**config.mk**
```make
export PLATFORM = sky130hd
export DESIGN_NAME = mips_if
export DESIGN_NICKNAME = d
export VERILOG_FILES = /design/src/rtl/mips_if_pkg.sv /design/src/rtl/mips_if_bpu.sv /design/src/rtl/mips_if.sv
export SDC_FILE = /design/constraint.sdc
export NUM_CORES = 1
export LEC_CHECK = 0
export ABC_AREA = 1
export BUFFER_PORTS_ARGS = -buffer_cell sky130_fd_sc_hd__buf_2
export CAP_MARGIN = 25
export CORE_ASPECT_RATIO = 1.5
export CORE_MARGIN = 4
export CORE_UTILIZATION = 35
export DETAILED_ROUTE_END_ITERATION = 10
export GPL_ROUTABILITY_DRIVEN = 0
export PLACE_DENSITY_LB_ADDON = 0.1
export SYNTH_ARGS = -nofsm -noshare
export SYNTH_HDL_FRONTEND = slang
export SYNTH_SLANG_ARGS = --single-unit
```
**constraint.sdc**
```tcl
create_clock -name clk -period 6.3 [get_ports clk]
set_input_delay 0.315 -clock clk [delete_from_list [all_inputs] [get_ports clk]]
set_output_delay 0.315 -clock clk [all_outputs]
set_load 0.01 [all_outputs]
```
**src/rtl/mips_if_pkg.sv**
```systemverilog
// rtl/mips_if_pkg.sv - shared widths, opcodes and fetch FSM encoding for mips_if
package mips_if_pkg;

    localparam int INST_W  = 32;
    localparam int ADDR_W  = 32;
    localparam int DATA_W  = 32;
    localparam int RFIDX_W = 5;

    localparam logic [5:0] OP_J    = 6'h02;
    localparam logic [5:0] OP_JAL  = 6'h03;
    localparam logic [5:0] OP_BEQ  = 6'h04;
    localparam logic [5:0] OP_BNE  = 6'h05;
    localparam logic [5:0] OP_BLEZ = 6'h06;
    localparam logic [5:0] OP_BGTZ = 6'h07;

    typedef enum logic [1:0] {
        ST_IDLE  = 2'd0,
        ST_FETCH = 2'd1,
        ST_STALL = 2'd2,
        ST_DRAIN = 2'd3
    } if_state_t;

    function automatic logic is_cond_branch(input logic [5:0] op);
        return (op == OP_BEQ) || (op == OP_BNE) || (op == OP_BLEZ) || (op == OP_BGTZ);
    endfunction

endpackage

```
**src/rtl/mips_if_bpu.sv**
```systemverilog
// rtl/mips_if_bpu.sv - static predictor: backward conditional branches and j/jal taken
module mips_if_bpu
    import mips_if_pkg::*;
(
    input  logic [INST_W-1:0] inst,
    input  logic [ADDR_W-1:0] pc_incr,
    output logic              taken,
    output logic [ADDR_W-1:0] target
);

    logic [5:0]        w_op;
    logic [ADDR_W-1:0] w_br_target;
    logic [ADDR_W-1:0] w_j_target;

    assign w_op        = inst[31:26];
    assign w_br_target = pc_incr + {{14{inst[15]}}, inst[15:0], 2'b00};
    assign w_j_target  = {pc_incr[31:28], inst[25:0], 2'b00};

    always_comb begin
        taken  = 1'b0;
        target = pc_incr;
        if (is_cond_branch(w_op) && inst[15]) begin
            taken  = 1'b1;
            target = w_br_target;
        end else if ((w_op == OP_J) || (w_op == OP_JAL)) begin
            taken  = 1'b1;
            target = w_j_target;
        end
    end

endmodule

```
**src/rtl/mips_if.sv**
```systemverilog
// rtl/mips_if.sv - MIPS instruction fetch stage with static prediction, skid buffer and redirect drain
module mips_if
    import mips_if_pkg::*;
#(
    parameter logic [ADDR_W-1:0] RESET_PC = 32'h0000_0000
)(
    input  logic               clk,
    input  logic               rst,
    output logic               imem_req,
    output logic [ADDR_W-1:0]  imem_addr,
    input  logic               imem_ack,
    input  logic [DATA_W-1:0]  imem_rdata,
    input  logic               ex_redirect,
    input  logic [ADDR_W-1:0]  ex_redirect_pc,
    input  logic               id_stall,
    output logic               if2id_valid,
    output logic [INST_W-1:0]  if2id_inst,
    output logic [ADDR_W-1:0]  if2id_pc_incr,
    output logic               if2id_prdt_taken,
    output logic [RFIDX_W-1:0] if2id_rs_idx,
    output logic [RFIDX_W-1:0] if2id_rt_idx
);

    if_state_t         r_state;
    if_state_t         w_state_nxt;
    logic [ADDR_W-1:0] pc_q;
    logic [ADDR_W-1:0] req_addr_q;

    logic              r_valid;
    logic [INST_W-1:0] r_inst;
    logic [ADDR_W-1:0] r_pc_incr;
    logic              r_prdt;

    logic              r_skid_valid;
    logic [INST_W-1:0] r_skid_inst;
    logic [ADDR_W-1:0] r_skid_pc_incr;
    logic              r_skid_prdt;

    logic [ADDR_W-1:0] w_pc_incr;
    logic              w_taken;
    logic [ADDR_W-1:0] w_target;
    logic              w_accept;

    assign w_pc_incr = req_addr_q + 32'd4;
    assign w_accept  = !r_valid || !id_stall;

    mips_if_bpu u_bpu (
        .inst    (imem_rdata),
        .pc_incr (w_pc_incr),
        .taken   (w_taken),
        .target  (w_target)
    );

    always_comb begin
        w_state_nxt = r_state;
        imem_req    = 1'b0;
        case (r_state)
            ST_IDLE: begin
                if (!ex_redirect)
                    w_state_nxt = ST_FETCH;
            end
            ST_FETCH: begin
                imem_req = 1'b1;
                if (ex_redirect)
                    w_state_nxt = imem_ack ? ST_FETCH : ST_DRAIN;
                else if (imem_ack && !w_accept)
                    w_state_nxt = ST_STALL;
            end
            ST_STALL: begin
                if (ex_redirect || !id_stall)
                    w_state_nxt = ST_FETCH;
            end
            ST_DRAIN: begin
                imem_req = 1'b1;
                if (imem_ack)
                    w_state_nxt = ST_FETCH;
            end
            default: w_state_nxt = ST_IDLE;
        endcase
    end

    always_ff @(posedge clk) begin
        if (rst)
            r_state <= ST_IDLE;
        else
            r_state <= w_state_nxt;
    end

    always_ff @(posedge clk) begin
        if (rst) begin
            pc_q           <= RESET_PC;
            req_addr_q     <= RESET_PC;
            r_valid        <= 1'b0;
            r_inst         <= '0;
            r_pc_incr      <= '0;
            r_prdt         <= 1'b0;
            r_skid_valid   <= 1'b0;
            r_skid_inst    <= '0;
            r_skid_pc_incr <= '0;
            r_skid_prdt    <= 1'b0;
        end else if (ex_redirect) begin
            pc_q         <= ex_redirect_pc;
            r_valid      <= 1'b0;
            r_skid_valid <= 1'b0;
            // Only retarget the bus when nothing is left outstanding at the old address.
            if (r_state == ST_STALL || (imem_ack && (r_state == ST_FETCH || r_state == ST_DRAIN)))
                req_addr_q <= ex_redirect_pc;
        end else begin
            if (r_valid && !id_stall)
                r_valid <= 1'b0;
            case (r_state)
                ST_IDLE: req_addr_q <= pc_q;
                ST_FETCH: begin
                    if (imem_ack) begin
                        pc_q       <= w_target;
                        req_addr_q <= w_target;
                        if (w_accept) begin
                            r_valid   <= 1'b1;
                            r_inst    <= imem_rdata;
                            r_pc_incr <= w_pc_incr;
                            r_prdt    <= w_taken;
                        end else begin
                            r_skid_valid   <= 1'b1;
                            r_skid_inst    <= imem_rdata;
                            r_skid_pc_incr <= w_pc_incr;
                            r_skid_prdt    <= w_taken;
                        end
                    end
                end
                ST_STALL: begin
                    if (!id_stall && r_skid_valid) begin
                        r_valid      <= 1'b1;
                        r_inst       <= r_skid_inst;
                        r_pc_incr    <= r_skid_pc_incr;
                        r_prdt       <= r_skid_prdt;
                        r_skid_valid <= 1'b0;
                    end
                end
                ST_DRAIN: begin
                    if (imem_ack)
                        req_addr_q <= pc_q;
                end
                default: ;
            endcase
        end
    end

    assign imem_addr        = req_addr_q;
    assign if2id_valid      = r_valid;
    assign if2id_inst       = r_inst;
    assign if2id_pc_incr    = r_pc_incr;
    assign if2id_prdt_taken = r_prdt;
    assign if2id_rs_idx     = r_inst[25:21];
    assign if2id_rt_idx     = r_inst[20:16];

endmodule

```
Yosys cells after proc, flatten, opt, wreduce, memory -nomap -nowiden
Cells that the tools add are included.
Storage, ports and cells
  output and inout port bits: 109
  bits of input ports: 69
  bits in registers: 198
Cells by class
  equal/unequal tests: 20
  muxes and demuxes: 40
  bitwise gates (word level): 2
  add/sub/neg operators: 2
  reduce and logical (&&, ||, !) cells: 29
Operator list (number)
  two-way mux 32 bit: 13
  one-hot mux 32 bit (2 select lines): 2
  one-hot mux 32 bit (3 select lines): 1
  adder 32 x 3 -> 32 bit, second input constant: 1
  adder 32 bit: 1
  two-way mux 28 bit: 1
  == test 6 x 3 -> 1 bit, second input constant: 4
  AND reduction 4 bit: 4
  two-way mux 1 bit: 13
  == test 6 x 2 -> 1 bit, second input constant: 2
  two-way mux 2 bit: 6
  inequality test 2 bit, second input constant: 6
  inequality test 3 bit, second input constant: 3
  logical OR 1 bit: 8
  one-hot mux 2 bit (4 select lines): 1
  one-hot mux 1 bit (2 select lines): 3
  nonzero test 2 bit: 3
  logical AND 1 bit: 5
  AND reduction 5 bit: 1
  == test 2 bit, second input constant: 2
  inequality test 2 x 1 -> 1 bit, second input constant: 2
  nonzero test 4 bit: 1
  OR reduction 2 bit: 2
  logical NOT 1 bit: 3
  other kinds (4): 5

Logic depth before layout (Yosys ltp)
Gate-level depths: netlist of run 1.
  depth after elaboration: 9
  mapped depth: 23
  depth with buffers taken out: 23

By module
From an unflattened synthesis of run 1, not the netlist that was laid out.
Unflattened totals
  cell total of the unflattened synthesis: 1814
  area, all modules: 11982.7 um^2
By module, submodules not included
  mips_if: times used 1, area each 9142.5 um^2, seq. area each 3963.8 um^2, cells each 1261
  mips_if_bpu: times used 1, area each 2840.2 um^2, seq. area each 0.0 um^2, cells each 553

Worst setup path after synthesis of run 1
OpenSTA, ideal clock, no wires.
  path kind: reg-to-reg
  start: register req_addr_q[2], in the netlist imem_addr[2]
  end: register req_addr_q[31], in the netlist imem_addr[31]
  data required time: 6178 ps
  slack: 3458 ps
  setup time: 122 ps
  cell stages (with the launch flop): 22
  arrival: 2720 ps
  clock period less this slack: 2842 ps
  cells stage by stage: dfxtp_1 -> ha_1 -> nand2_1 -> nor2_2 -> nand2_2 -> nor2_8 -> nand2_4 -> clkinv_2 -> nand3_1 -> and2_1 -> ha_1 -> nand2_1 -> nor2_1 -> nand2_1 -> nor2_1 -> nand2_1 -> nand3_1 -> nand2_1 -> nand2_1 -> nand3_1 -> nand3_1 -> a21oi_1
On the way
  word-level cells in the longest chain between the ends: 6
Ends and longest elaborated chain
  start, declared: line mips_if.sv:27  | logic [ADDR_W-1:0] req_addr_q;
  start signal, assigned: line mips_if.sv:107  | req_addr_q <= ex_redirect_pc;
  start signal, assigned: line mips_if.sv:112  | ST_IDLE: req_addr_q <= pc_q;
  start signal, assigned: line mips_if.sv:116  | req_addr_q <= w_target;
  adder 32 x 3 -> 32 bit: line mips_if.sv:44  | assign w_pc_incr = req_addr_q + 32'd4;
  via u_bpu.pc_incr[22]: line mips_if_bpu.sv:6  | input logic [ADDR_W-1:0] pc_incr,
  adder 32 bit: line mips_if_bpu.sv:16  | assign w_br_target = pc_incr + {{14{inst[15]}}, inst[15:0], 2'b00};
  two-way mux 32 bit: line mips_if_bpu.sv:22  | if (is_cond_branch(w_op) && inst[15]) begin
  two-way mux 32 bit: line mips_if.sv:114  | if (imem_ack) begin
  one-hot mux 32 bit (3 select lines): line mips_if.sv:111  | case (r_state)
  two-way mux 32 bit: line mips_if.sv:101  | end else if (ex_redirect) begin
The timed path passes the listed nets, and every way through them passes these cells. The select of a mux whose other input is x is not followed.
A chain may end at the register's enable or synchronous reset.

Worst setup path in the final report of run 1
  start: register req_addr_q[2], in the netlist imem_addr[2]
  end: register pc_q[12]
On the way
  word-level cells in the longest chain between the ends: 6
  elaborated cells between the ends (all ways): 7
  those cells by class: add/sub (2); mux (5)
Ends and longest elaborated chain
  adder 32 x 3 -> 32 bit: line mips_if.sv:44
  via u_bpu.pc_incr[10]: line mips_if_bpu.sv:6
  adder 32 bit: line mips_if_bpu.sv:16
  two-way mux 32 bit: line mips_if_bpu.sv:22
  two-way mux 32 bit: line mips_if.sv:114
  two-way mux 32 bit: line mips_if.sv:111
  two-way mux 32 bit: line mips_if.sv:101
  end signal, assigned: line mips_if.sv:102  | pc_q <= ex_redirect_pc;
  end signal, assigned: line mips_if.sv:115  | pc_q <= w_target;
  end, declared: line mips_if.sv:26  | logic [ADDR_W-1:0] pc_q;
The timed path passes the listed nets, and every way through them passes these cells. The select of a mux whose other input is x is not followed.

==> insert_results.sql, run 1 <==
INSERT INTO impl_metrics (metric_group, metric, value, unit) VALUES
('floorplanning', 'dieHeight', '234', 'microns'),
('synthesis', 'synth_ff_type', 'dfxtp_1', ''),
('setup_path', 'timing.critical_path.from', 'imem_addr[2]$_SDFFE_PP0P_', ''),
('clock_tree', 'cts_htree_levels', '4', ''),
('synthesis', 'synthCells', '1888', ''),
('floorplanning', 'num_rows', '82', ''),
('routing', 'drtIter0Drc', '908', ''),
('job', 'maxCapViolations', '0', ''),
('floorplanning', 'core_area', '33500', 'sq um'),
('routing', 'wire_per_inst', '19.2', 'microns'),
('setup_path', 'worst_ep_required_time', '6.66', 'ns'),
('timing', 'rsz0062_at_grt', 'no', ''),
('run_status', 'status', 'finished, final reports clean', ''),
('timing', 'finalHoldWorstSlack', '0.0865', 'ns'),
('clock_tree', 'clk-insertion-delay-late', '0.47', 'ns'),
('synthesis', 'synth.most_common_cell', 'nand2_1', ''),
('global_route', 'first_global_vias', '11856', ''),
('timing', 'fin_skew', '0.0166', 'ns'),
('timing', 'number_of_max_slew_violations_in_the_final_report', '0', ''),
('routing', 'vias_per_cell', '5.23', ''),
('setup_path', 'crit_path_end_kind', 'flip-flop', ''),
('clock_tree', 'cts_tree', 'done', ''),
('timing', 'setup_viol', '0', ''),
('routing', 'routed-wl-met2', '22800', 'microns'),
('clock_tree', 'clock_sink_count', '198', ''),
('floorplanning', 'initial_core_util', '35.6', '%'),
('clock_tree', 'cts_inserted_buffers', '17', ''),
('cells_and_area', 'fillerInstances', '3640', ''),
('timing', 'finalHoldViolCount', '0', ''),
('cells_and_area', 'antenna_cells', '0', ''),
('clock_tree', 'clk_transition_reported_paths', '0.08', 'ns'),
('clock_tree', 'holdBufCountCts', '0', ''),
('power_and_ir_drop', 'power_frac_comb', '31.8', '%'),
('cells_and_area', 'flow.area_growth_from_synthesis', '13.4', '%'),
('timing', 'timing.fmax', '271', 'MHz'),
('timing', 'timing.final.crit_share', '58.5', '%'),
('global_route', 'grt.overflow.total', '0', ''),
('placement', 'place.port_buffers', '177', ''),
('synthesis', 'mappedNetlistNets', '1998', ''),
('routing', 'met3WireLength', '1960', 'microns'),
('power_and_ir_drop', 'switchingPower', '1.48', 'mW'),
('power_and_ir_drop', 'swShare', '39.6', '%'),
('timing', 'worst-slew-pin-transition', '1.02', 'ns'),
('setup_path', 'worst_ep_arrival_time', '4.04', 'ns'),
('timing', 'tns', '0', 'ns'),
('cells_and_area', 'layout.nets', '2099', ''),
('power_and_ir_drop', 'vdd.ir_drop.worst', '0.175', 'mV'),
('floorplanning', 'num_io_pins', '178', ''),
('clock_tree', 'cts.root.buffer_cell', 'clkbuf_16', ''),
('synthesis', 'postSynth.asyncResetShare', '0', '%'),
('power_and_ir_drop', 'total_leakage_power', '6.78', 'nW'),
('global_route', 'grt_antenna_before_repair', '0', ''),
('placement', 'dp_hpwl', '33200', 'microns'),
('synthesis', 'synthesis.area_per_instance', '6.32', 'sq um'),
('routing', 'detailedRoute.firstPassIterationCount', '5', ''),
('cells_and_area', 'final-seq-area', '3960', 'sq um'),
('cells_and_area', 'fin_util', '40.3', '%'),
('cells_and_area', 'postLayoutCellArea', '13500', 'sq um'),
('synthesis', 'post_synthesis_cell_area', '11900', 'sq um'),
('synthesis', 'yosys_warnings', '0', ''),
('setup_path', 'crit_path_start_kind', 'flip-flop', ''),
('synthesis', 'synth_top_area_share', '33.2', '%'),
('clock_tree', 'cts_repair_resized_insts', '0', ''),
('timing', 'final.setup.worst_slack', '2.61', 'ns'),
('routing', 'highest_layer', 'met4', ''),
('floorplanning', 'fp.dieW', '159', 'microns'),
('synthesis', 'synth.top_cells.by_count', 'nand2_1, inv_1, dfxtp_1', ''),
('power_and_ir_drop', 'clockPowerShare', '28.8', '%'),
('timing', 'maxSlewHeadroom', '31.5', '%'),
('synthesis', 'yosysSeqAreaShare', '33.2', '%'),
('setup_path', 'timing.setup.critical_path_class', 'flip-flop to flip-flop', '');
logic make-up after synthesis:
group	count (synthesis)	synth area share [%]
buffers and inverters	336	11.2
and+or+nand+nor	819	28.3
DFF	198	33.2
xor gates and xnor gates	15	1.23
adders and majority gates	41	4.36
AOI/OAI and AO/OA	479	21.7
sequential cells by signal, indices dropped and copies added (netlist names):
signal,count
r_skid_pc_incr,32
r_skid_inst,32
imem_addr,32
pc_q,32
r_state,2
if2id_valid,1
r_skid_prdt,1
if2id_prdt_taken,1
if2id_inst,32
r_skid_valid,1
if2id_pc_incr,32
cell type report:
type                            instances  share of cell area [%]
Tap cell                              420                    3.88
Multi-Input combinational cell       1354                    49.2
Clock inverter                         12                   0.712
Timing Repair Buffer                  189                    7.21
Clock buffer                           20                    3.30
Inverter                              229                    6.38
Sequential cell                       198                    29.3
stage by stage:
step	total power, mW	std cells
5_1_grt	3.95	2422
2_1_floorplan	2.24	1888
4_1_cts	3.76	2422
6_report	3.74	2422
3_5_place_dp	2.69	2390
3_3_place_gp	2.68	2390
path summary, 6_finish.rpt:
check                                        end  cells after the start  slack (ns)
setup reg to reg           pc_q[12]$_SDFFE_PP0P_                     17        2.61
setup / recovery           pc_q[12]$_SDFFE_PP0P_                     17        2.61
hold / removal      r_skid_inst[26]$_SDFFE_PP0P_                      3        0.09
hold reg to reg   if2id_pc_incr[28]$_SDFFE_PP0P_                      2        0.47
cells in the final DEF, fill, tap and decap left out, types with 13 or more instances in the layout:
master     instances
dfxtp_1          198
o21ai_0          196
nor3_1            13
nor2_1           168
inv_1            221
o21ai_1           23
clkbuf_16         17
buf_2            177
a211oi_1          24
nand3_1           80
nand2_1          504
a21oi_1          164
nand4_1           15
ha_1              39
a31oi_1           46
routing by layer:
layer | GRT usage [%] | up-vias
met5 | 0 | -
met4 | 10.7 | 0
met3 | 3.15 | 72
met2 | 43.3 | 361
met1 | 30.0 | 5905
li1 | - | 6340
worst max-delay path: stages, from the launching register on:
cell	delay [ns]
dfxtp_1	0.45
ha_1	0.22
nand2_1	0.08
nor2_2	0.14
nand2_2	0.14
nor2_8	0.19
xnor2_1	0.32
inv_1	0.19
ha_1	0.39
nand2_1	0.12
nor2_1	0.27
nand3_1	0.13
nand3_1	0.21
a21oi_1	0.09
o21ai_0	0.09
nand3_1	0.31
nand2_1	0.15
a21oi_1	0.08
power by group through the flow:
stage | registers (mW) | logic [mW] | clock network (mW)
global route | 1.49 | 1.32 | 1.14
finish | 1.47 | 1.19 | 1.07
detailed placement | 1.50 | 1.19 | 0
global placement | 1.50 | 1.18 | 0
CTS | 1.47 | 1.19 | 1.10
floorplan | 1.51 | 0.728 | 0
Note: power is estimated with default switching activity, not from simulation.
==> inputs of run 2 (changes only) <==
Clock period 6.3 ns to 3.1 ns, I/O delays scaled along.
==> insert_results.sql, run 2 (synthesized netlist as in run 1, its figures left out) <==
INSERT INTO impl_metrics (metric_group, metric, value, unit) VALUES
('clock_tree', 'cts_tree', 'done', ''),
('floorplanning', 'fp.dieW', '159', 'microns'),
('job', 'maxCapViolations', '0', ''),
('global_route', 'grt_antenna_before_repair', '0', ''),
('timing', 'setup_viol', '0', ''),
('power_and_ir_drop', 'switchingPower', '3.28', 'mW'),
('timing', 'finalHoldWorstSlack', '0.0206', 'ns'),
('power_and_ir_drop', 'total_leakage_power', '7.86', 'nW'),
('cells_and_area', 'postLayoutCellArea', '15900', 'sq um'),
('setup_path', 'timing.setup.critical_path_class', 'flip-flop to flip-flop', ''),
('floorplanning', 'core_area', '33500', 'sq um'),
('floorplanning', 'num_io_pins', '178', ''),
('clock_tree', 'clk_transition_reported_paths', '0.08', 'ns'),
('placement', 'detailed_place.area', '14100', 'sq um'),
('timing', 'layout_min_cycle_time', '2.96', 'ns'),
('setup_path', 'timing.critical_path.cells', 'ha_4 > nand2_2 > nor2_4 > nand2_4 > nor2_8 > nand2_4 > xnor2_2 > ha_4 > nand2_1 > inv_1 > nand2_1 > nand2_1 > a21oi_2 > nand3_2 > nand2_2 > nand2_1 > nand3_1 > nand3_1 > a21oi_1', ''),
('setup_path', 'cp_num_buf_inv', '1', ''),
('global_route', 'pin_count_of_the_biggest_net_entering_global_routing', '97', ''),
('placement', 'place_inst', '2536', ''),
('setup_path', 'cpPeakStageDelay', '0.37', 'ns'),
('global_route', 'first_global_vias', '12703', ''),
('power_and_ir_drop', 'internal_power_summed_over_all_cells', '5.31', 'mW'),
('timing', 'timing.final.crit_share', '95.5', '%'),
('setup_path', 'crit_path_end_kind', 'flip-flop', ''),
('setup_path', 'worst-path-max-fanout', '5', ''),
('run_status', 'status', 'finished, final reports clean', ''),
('routing', 'vias_per_cell', '5.16', ''),
('routing', 'drt_wl_total', '48200', 'microns'),
('cells_and_area', 'antenna_cells', '0', ''),
('global_route', 'grt_busiest_layer', 'met2', ''),
('cells_and_area', 'most_common_cell_after_layout_fill_and_taps_aside', 'nand2_1', ''),
('floorplanning', 'num_rows', '82', ''),
('setup_path', 'critical-path-slowest-cell', 'dfxtp_4', ''),
('global_route', 'global_route.usage.met3', '3.04', '%'),
('cells_and_area', 'flow.area_growth_from_synthesis', '33.3', '%'),
('clock_tree', 'cts.root.buffer_cell', 'clkbuf_16', ''),
('timing', 'timing.fmax', '338', 'MHz'),
('cells_and_area', 'layout.nets', '2283', ''),
('timing', 'maxSlewHeadroom', '33.8', '%'),
('routing', 'detailedRoute.firstPassIterationCount', '5', ''),
('routing', 'wire_per_inst', '18.5', 'microns'),
('timing', 'worst-slew-pin-transition', '0.993', 'ns'),
('setup_path', 'worst_path_most_repeated_cell', 'nand2_1', ''),
('routing', 'drt_drc_violations_left', '0', ''),
('power_and_ir_drop', 'power_frac_comb', '37.7', '%'),
('placement', 'place.port_buffers', '177', ''),
('setup_path', 'crit_path_start_kind', 'flip-flop', ''),
('cells_and_area', 'final_cell_mix', 'nand2_1, inv_1, o21ai_0', ''),
('routing', 'route.vias.total', '13450', ''),
('global_route', 'met1_track_utilization_from_global_routing', '29.3', '%'),
('power_and_ir_drop', 'powerDensity', '540', 'nW/um^2'),
('hold_path', 'hp-class', 'input pin to flip-flop', ''),
('global_route', 'grt.overflow.total', '0', ''),
('clock_tree', 'cts_inserted_buffers', '17', ''),
('setup_path', 'worst_ep_arrival_time', '3.36', 'ns'),
('global_route', 'global_route.usage.total', '25.1', '%'),
('timing', 'finalHoldViolCount', '0', ''),
('timing', 'fin_skew', '0.0132', 'ns'),
('timing', 'rsz0062_at_grt', 'yes', ''),
('placement', 'dp_hpwl', '35700', 'microns'),
('global_route', 'gr-usage-met2', '44.1', '%'),
('clock_tree', 'cts_htree_levels', '4', ''),
('timing', 'number_of_max_slew_violations_in_the_final_report', '0', ''),
('floorplanning', 'total_die_area', '37200', 'sq um'),
('power_and_ir_drop', 'pwr-share-seq', '34.5', '%'),
('floorplanning', 'dieHeight', '234', 'microns'),
('cells_and_area', 'fin_util', '47.4', '%'),
('cells_and_area', 'layout-drive-gt1-share', '25.9', '%'),
('clock_tree', 'clk-insertion-delay-late', '0.46', 'ns'),
('global_route', 'grt_pass1_wl', '73300', 'microns'),
('power_and_ir_drop', 'clockPowerShare', '27.8', '%'),
('power_and_ir_drop', 'post_layout_total_power', '8.59', 'mW'),
('setup_path', 'worst_ep_required_time', '3.50', 'ns'),
('clock_tree', 'clock_tree.buffer_depth', '2', ''),
('floorplanning', 'initial_core_util', '35.6', '%'),
('setup_path', 'critical_path.top_delay_family', 'simple AND/OR/NAND/NOR gates', ''),
('routing', 'route.antenna.remaining_nets', '0', ''),
('cells_and_area', 'final-instance-count-excl-fill', '2606', ''),
('routing', 'drtIter0Drc', '865', ''),
('power_and_ir_drop', 'swShare', '38.2', '%'),
('power_and_ir_drop', 'vdd.ir_drop.worst', '0.379', 'mV'),
('clock_tree', 'clock_sink_count', '198', '');
==> run 2: worst min-delay path, cell delays in order <==
cell,delay (ns)
buf_2,0.14
nand2_1,0.07
a31oi_1,0.07
==> run 2: timing repair <==
item | in CTS | in global routing
buffers inserted | 4 | 13
setup endpoints to repair | 35 | 48
hold endpoints to repair | 39 | 0
hold buffers | 21 | 0
gates resized for setup | 37 | 155
pin swaps | 5 | 46
==> run 2: power by group through the flow <==
stage,registers (mW),clock network (mW),logic (mW)
after floorplan,3.06,0,1.48
after global placement,3.00,0,2.84
after detailed placement,3.01,0,2.85
after CTS,2.95,2.44,2.95
after global routing,3.00,2.52,3.54
final,2.97,2.39,3.24
==> run 2: final timing paths <==
path                                         end  cells after the start  slack (ns)                      startpoint
setup / recovery           pc_q[31]$_SDFFE_PP0P_                     19        0.14       imem_addr[2]$_SDFFE_PP0P_
hold / removal       if2id_inst[23]$_SDFFE_PP0P_                      3        0.02                  imem_rdata[23]
setup reg to reg           pc_q[31]$_SDFFE_PP0P_                     19        0.14       imem_addr[2]$_SDFFE_PP0P_
hold reg to reg   if2id_pc_incr[28]$_SDFFE_PP0P_                      2        0.47  if2id_pc_incr[28]$_SDFFE_PP0P_
==> run 2: layout make-up <==
type	instances	area, sq um
clock buffers	19	443
repair buffers	373	2480
inverters	229	863
clock inverters	13	165
multi-input cells	1354	7440
flip-flops and latches	198	3990
well taps	420	526
fillers	3508	17600
==> run 2: per-stage QoR <==
stage	worst slack, ns	TNS (ns)
3_5_place_dp	-0.280	-3.84
4_1_cts	0.00485	0
6_report	0.140	0
2_1_floorplan	0.258	0
5_1_grt	-0.131	-1.07
3_3_place_gp	-0.241	-2.94
==> run 2: metal layers <==
metal  vias to the layer above  wire, microns
met5                         -              0
met4                         0           3310
met3                       120           1790
met2                       403          23300
met1                      6219          19800
li1                       6708              -
